<file path="src/rtl/serial_magnitude_comparator.sv">
// Multi-cycle MSB-first magnitude comparator, DIGIT bits per clock, unsigned or two's complement.
// Optional macro SERIAL_CMP_EARLY_EXIT_EN: finish on the first unequal digit instead of always running NDIG steps.
module serial_magnitude_comparator #(
  parameter  int WIDTH = 16,
  parameter  int DIGIT = 2,
  localparam int NDIG  = WIDTH / DIGIT,
  localparam int CW    = $clog2(NDIG) + 1,
  localparam int IW    = (NDIG > 1) ? $clog2(NDIG) : 1
) (
  input  logic             clk,
  input  logic             rst,
  input  logic             start,
  input  logic [WIDTH-1:0] A,
  input  logic [WIDTH-1:0] B,
  input  logic             signed_mode,
  output logic             busy,
  output logic             done,
  output logic             A_gt_B,
  output logic             A_lt_B,
  output logic             A_eq_B,
  output logic [CW-1:0]    cycles
);

  typedef enum logic {IDLE, RUN} state_t;

  state_t             state_q, state_d;
  logic [WIDTH-1:0]   a_q, a_d, b_q, b_d;
  logic [IW-1:0]      idx_q, idx_d;
  logic               decided_q, decided_d;
  logic               res_gt_q, res_gt_d;
  logic               done_q, done_d;
  logic               gt_q, gt_d, lt_q, lt_d, eq_q, eq_d;
  logic [CW-1:0]      cycles_q, cycles_d;

  logic [DIGIT-1:0]   a_dig, b_dig;
  logic               differ, term;

  assign a_dig  = a_q[int'(idx_q) * DIGIT +: DIGIT];
  assign b_dig  = b_q[int'(idx_q) * DIGIT +: DIGIT];
  assign differ = (a_dig != b_dig);

`ifdef SERIAL_CMP_EARLY_EXIT_EN
  assign term = (idx_q == '0) || (!decided_q && differ);
`else
  assign term = (idx_q == '0);
`endif

  always_comb begin
    state_d   = state_q;
    a_d       = a_q;
    b_d       = b_q;
    idx_d     = idx_q;
    decided_d = decided_q;
    res_gt_d  = res_gt_q;
    done_d    = 1'b0;
    gt_d      = gt_q;
    lt_d      = lt_q;
    eq_d      = eq_q;
    cycles_d  = cycles_q;

    case (state_q)
      IDLE: begin
        if (start) begin
          // Flipping the sign bit maps two's complement onto offset binary,
          // so the digit loop can always compare unsigned.
          a_d            = A;
          b_d            = B;
          a_d[WIDTH-1]   = A[WIDTH-1] ^ signed_mode;
          b_d[WIDTH-1]   = B[WIDTH-1] ^ signed_mode;
          idx_d          = IW'(NDIG - 1);
          decided_d      = 1'b0;
          res_gt_d       = 1'b0;
          state_d        = RUN;
        end
      end
      RUN: begin
        if (!decided_q && differ) begin
          decided_d = 1'b1;
          res_gt_d  = (a_dig > b_dig);
        end
        if (term) begin
          state_d  = IDLE;
          done_d   = 1'b1;
          gt_d     = decided_d & res_gt_d;
          lt_d     = decided_d & ~res_gt_d;
          eq_d     = ~decided_d;
          cycles_d = CW'(NDIG - int'(idx_q));
        end else begin
          idx_d = idx_q - 1'b1;
        end
      end
      default: state_d = IDLE;
    endcase
  end

  always_ff @(posedge clk) begin
    if (rst) begin
      state_q   <= IDLE;
      a_q       <= '0;
      b_q       <= '0;
      idx_q     <= '0;
      decided_q <= 1'b0;
      res_gt_q  <= 1'b0;
      done_q    <= 1'b0;
      gt_q      <= 1'b0;
      lt_q      <= 1'b0;
      eq_q      <= 1'b0;
      cycles_q  <= '0;
    end else begin
      state_q   <= state_d;
      a_q       <= a_d;
      b_q       <= b_d;
      idx_q     <= idx_d;
      decided_q <= decided_d;
      res_gt_q  <= res_gt_d;
      done_q    <= done_d;
      gt_q      <= gt_d;
      lt_q      <= lt_d;
      eq_q      <= eq_d;
      cycles_q  <= cycles_d;
    end
  end

  assign busy   = (state_q == RUN);
  assign done   = done_q;
  assign A_gt_B = gt_q;
  assign A_lt_B = lt_q;
  assign A_eq_B = eq_q;
  assign cycles = cycles_q;

endmodule
</file>
<file path="config.mk">
export PLATFORM = sky130hd
export DESIGN_NAME = serial_magnitude_comparator
export DESIGN_NICKNAME = d
export VERILOG_FILES = /design/src/rtl/serial_magnitude_comparator.sv
export SDC_FILE = /design/constraint.sdc
export NUM_CORES = 1
export LEC_CHECK = 0
export BUFFER_PORTS_ARGS = -buffer_cell sky130_fd_sc_hd__buf_2
export CAP_MARGIN = 20
export CORE_UTILIZATION = 45
export DETAILED_ROUTE_END_ITERATION = 16
export GPL_TIMING_DRIVEN = 1
export PLACE_DENSITY = 0.68
export SYNTH_ARGS = -nofsm -noshare
export SYNTH_HDL_FRONTEND = slang
export SYNTH_SLANG_ARGS = --single-unit
export TNS_END_PERCENT = 5
</file>
<file path="constraint.sdc">
create_clock -name clk -period 3.25 [get_ports clk]
set_input_delay 0.975 -clock clk [delete_from_list [all_inputs] [get_ports clk]]
set_output_delay 0.975 -clock clk [all_outputs]
set_load 0.05 [all_outputs]
</file>
* Word-level counts from Yosys, hierarchy flattened
Cells that the tools add are included.
Cells by class: add/subtract/negate cells 2, shifts and indexed selects 2, multiplexer cells 14, bitwise operators 7, equality and inequality tests 3, order comparisons 1, reductions and logical operators 7
Operators with widths (count):
- indexed part select 16 x 5 -> 2 bit | 2
- 2-to-1 mux 1 bit | 8
- 2-to-1 mux 3 bit | 2
- one-hot mux 1 bit (2 select lines) | 3
- one-hot mux 3 bit (2 select lines) | 1
- AND reduction 2 bit | 3
- inequality test 2 bit (second input constant) | 2
- subtractor 4 x 3 -> 4 bit (first input constant) | 1
- logical NOT 3 bit | 1
- inverter 1 bit | 3
- subtractor 3 x 1 -> 3 bit (second input constant) | 1
- bitwise AND 1 bit | 2
- > comparator 2 bit | 1
- inequality test 2 bit | 1
- OR reduction 2 bit | 1
- XOR 1 bit | 2
- logical AND 1 bit | 1
- logical NOT 1 bit | 1
Word-level totals: bits in registers 46, output and inout bits 9, bits of input ports 36

* Logic depth before layout (Yosys ltp)
word-level depth 7, gate-level depth with buffers 9

* Least setup slack after synthesis
OpenSTA, ideal clock, no wires.
kind flip-flop to flip-flop, from register idx_q[0], to register gt_q (netlist: A_gt_B), clock period less this slack 2.039 ns, cell stages (with the launch flop) 10, path buffers 1, data required time 3.133 ns, arrival time 1.922 ns, setup slack 1.211 ns, cell sequence dfxtp_1 buf_6 mux4_2 nand2_1 nand2_1 ha_1 nand2_1 nor2_1 nor3_1 a32o_1
On the way: longest elaborated chain between the ends 6
Ends and longest elaborated chain:
- from (decl) | RTL line 28 | logic [IW-1:0] idx_q, idx_d;
- from (signal assigned) | RTL line 113 | idx_q <= idx_d;
- indexed part select 16 x 5 -> 2 bit (on tied branches) | RTL line 38, 39
- inequality test 2 bit | RTL line 40 | assign differ = (a_dig != b_dig);
- logical AND 1 bit | RTL line 77 | if (!decided_q && differ) begin
- 2-to-1 mux 1 bit | RTL line 77
- 2-to-1 mux 1 bit | RTL line 61 | case (state_q)
- bitwise AND 1 bit | RTL line 84 | gt_d = decided_d & res_gt_d;
- to (signal assigned) | RTL line 117 | gt_q <= gt_d;
- to (decl) | RTL line 32 | logic gt_q, gt_d, lt_q, lt_d, eq_q, eq_d;
Several ways; a longest one is shown, not always the timed one. The select of a mux whose other input is x is not followed. A chain may end at the register's enable or synchronous reset.

* Worst setup path after layout
Ends and elaborated chain as after synthesis.

==> results.sh <==
export IMPL_r2r_slack_ns=0.75
export IMPL_grt_max_degree=48
export IMPL_crit_type="reg2reg"
export IMPL_register_area_sq_um=921
export IMPL_grt_pass1_vias=1445
export IMPL_end_kind="register"
export IMPL_initial_utilization_pct=47.8
export IMPL_cts_resized=0
export IMPL_viasPerCell=5.08
export IMPL_place_congestion=0.750
export IMPL_ys_seq_area_share_pct=47.1
export IMPL_hold_depth=2
export IMPL_clkLatencyLatePin_ns=0.30
export IMPL_nNetsFinal=303
export IMPL_synthToLayoutAreaGrowth_pct=16.1
export IMPL_coreArea_sq_mm=0.00409
export IMPL_hold_buffers=0
export IMPL_synth_seq_cells=46
export IMPL_required_ns=3.44
export IMPL_antenna_cells=0
export IMPL_multi_input_area_sq_um=927
export IMPL_synth_xor_area_share_pct=0.897
export IMPL_slew_violations=0
export IMPL_first_iter_violations=84
export IMPL_synth_fp_nets=264
export IMPL_period_share_pct=77.0
export IMPL_max_slew_margin_pct=44.6
export IMPL_vias=1594
export IMPL_muxShareOfSynthArea_pct=10.6
export IMPL_clock_sinks=46
export IMPL_worst_endpoint_arrival_ns=2.69
export IMPL_port_buffer_count=44
export IMPL_final_setup_viol_count=0
export IMPL_synthAdderAreaFrac_pct=2.56
export IMPL_hold_viol_final=0
export IMPL_htreeDepth=2
export IMPL_yosys_area_share_simple_pct=19.3
export IMPL_rows=23
export IMPL_cap_violations=0
export IMPL_ys_types=29
export IMPL_status="completed"
export IMPL_antenna_found_initial=0
export IMPL_grt_overflow_total=0
export IMPL_p_total_mw=1.22
export IMPL_synth_warnings=0
export IMPL_cts_root_buf="clkbuf_8"
export IMPL_final_cell_mix="72 x nand2_1, 46 x dfxtp_1, 44 x buf_2"
export IMPL_setup_tns_ns=0
export IMPL_wl_um=3680
export IMPL_fp_dieH_um=67.9
export IMPL_layout_commonest_cell="nand2_1"
export IMPL_cpPeakStageDelay_ns=0.71
export IMPL_syn_mean_instance_area_sq_um=8.72
export IMPL_hold_class="reg2reg"
export IMPL_worstMarginPinSlew_ns=0.831
export IMPL_drtAntennaViolNets=0
export IMPL_crit_chain="mux4_1 > nand2_1 > nand2_1 > ha_1 > nand2_1 > nor2_1 > nor3_1 > a32o_1"
export IMPL_synth_area_sq_mm=0.00195
export IMPL_grt_setup_unrepaired="no"
export IMPL_grt_pass1_wl_um=6300
export IMPL_synthCells=224
export IMPL_clk_path_buf_depth=2
export IMPL_post_cts_setup_buffers=0
export IMPL_die_width_um=67.9
export IMPL_dieArea_sq_mm=0.00461
export IMPL_synth_compound_area_share_pct=14.1
export IMPL_hpwl_um=2620
export IMPL_crit_start="idx_q[0]$_SDFFE_PP0P_"
export IMPL_grt_use_total_pct=18.5
export IMPL_crit_path_frequent_cell="nand2_1"
export IMPL_layout_min_cycle_time_ns=2.50
export IMPL_cp_start_kind="register"
export IMPL_fill_cells=404
export IMPL_numCtsBuffers=5
export IMPL_cp_max_fo=12
export IMPL_p_leak_nw=0.963
export IMPL_fin_skew_ns=0.00678
export IMPL_finish_utilization_pct=55.5
export IMPL_clk_pin_slew_ns=0.08
export IMPL_layout_drive_gt1_share_pct=24.2
export IMPL_drc=0
export IMPL_max_freq_mhz=400
export IMPL_rr_worst_depth=8
export IMPL_r2r_end="A_gt_B$_SDFFE_PP0P_"
export IMPL_io_pins=45
export IMPL_ir_drop_v=0.000299
export IMPL_powerDensity_mw_per_mm2=539
export IMPL_cp_endpoint="A_gt_B$_SDFFE_PP0P_"
export IMPL_slowest_stage="dfxtp_1"
export IMPL_wire_per_inst_um=11.7
export IMPL_synth_top_family_by_area="simple AND/OR/NAND/NOR gates"
export IMPL_worstReg2RegStart="idx_q[0]$_SDFFE_PP0P_"
export IMPL_cts_tree="built"
export IMPL_drt_pass1_iter_count=4
==> worst max-delay path, delay by kind of cell, from the launching register on <==
family	cells	cell delay, ns
flops	1	0.71
fa+ha+maj	1	0.30
mux	1	0.63
simple gates	5	0.53
compound gates	1	0.24
==> final cells by class <==
| cell class | count | area share (%) |
|---|---|---|
| Clock buffer | 7 | 3.81 |
| Tap cell | 50 | 2.76 |
| Multi-Input combinational cell | 157 | 40.9 |
| Inverter | 6 | 0.993 |
| Sequential cell | 46 | 40.6 |
| Timing Repair Buffer | 47 | 10.7 |
| Clock inverter | 1 | 0.221 |
==> flip-flops by register name, summed over array words and instances, names as in the netlist <==
| signal | count |
|---|---|
| idx_q | 3 |
| a_q | 16 |
| A_lt_B | 1 |
| A_eq_B | 1 |
| busy | 1 |
| done | 1 |
| A_gt_B | 1 |
| cycles | 4 |
| b_q | 16 |
| decided_q | 1 |
| res_gt_q | 1 |
==> synth_stat cells <==
cell type	count	share of area [%]
a211oi_1	3	1.2
a21oi_1	38	9.7
a221oi_1	2	0.90
a31o_2	1	0.45
a32o_1	1	0.51
and2_2	1	0.38
buf_2	3	0.77
buf_4	4	1.5
buf_6	1	0.58
clkbuf_1	7	1.3
clkinv_1	1	0.19
dfxtp_1	46	47
ha_1	4	2.6
inv_1	5	0.96
mux2i_1	2	1.0
mux4_1	2	2.7
mux4_2	6	6.9
nand2_1	72	14
nand2b_1	1	0.32
nand3_1	5	1.3
nor2_1	8	1.5
nor2_2	1	0.32
nor2b_1	1	0.32
nor3_1	2	0.51
nor4_1	1	0.32
nor4b_1	1	0.45
o21ai_0	2	0.51
o41ai_2	1	0.83
xnor2_1	2	0.90
==> through the flow <==
step	cell area (sq um)	setup slack (ns)	instances	hold slack, ns
after floorplan	1950	1.21	224	0.432
final	2270	0.748	314	0.451
after global placement	2180	0.780	306	0.440
after global routing	2270	0.480	314	0.469
after CTS	2270	0.704	314	0.455
after detailed placement	2180	0.709	306	0.444
==> routing by layer <==
metal | part of all wire [%] | global-route usage (%) | vias up
met5 | 0 | 0 | -
met4 | 1.6 | 7.81 | 0
met3 | 3.3 | 4.00 | 7
met2 | 48 | 30.6 | 28
met1 | 47 | 23.3 | 719
li1 | - | - | 840
==> cell families after synthesis <==
family / count (synthesis)
flops: 46
simple gates: 93
xor+xnor: 2
compound gates: 48
mux: 10
buf+inv: 21
fa+ha+maj: 4
==> report_power, final <==
| group | internal [mW] | switching (mW) | total (mW) |
|---|---|---|---|
| combinational | 0.0980 | 0.135 | 0.233 |
| sequential | 0.604 | 0.0368 | 0.641 |
| clock | 0.171 | 0.177 | 0.348 |
| total | 0.873 | 0.349 | 1.22 |
==> worst min path at each step <==
stage                             endpoint                   start  slack (ns)
global route           a_q[7]$_SDFFE_PP0P_     a_q[7]$_SDFFE_PP0P_        0.47
detailed placement  cycles[2]$_SDFFE_PP0P_  cycles[2]$_SDFFE_PP0P_        0.44
finish              cycles[2]$_SDFFE_PP0P_  cycles[2]$_SDFFE_PP0P_        0.45
global placement       b_q[7]$_SDFFE_PP0P_     b_q[7]$_SDFFE_PP0P_        0.44
CTS                 cycles[2]$_SDFFE_PP0P_  cycles[2]$_SDFFE_PP0P_        0.45
floorplan              a_q[3]$_SDFFE_PP0P_     a_q[3]$_SDFFE_PP0P_        0.43
(Power assumes the default switching activity.)
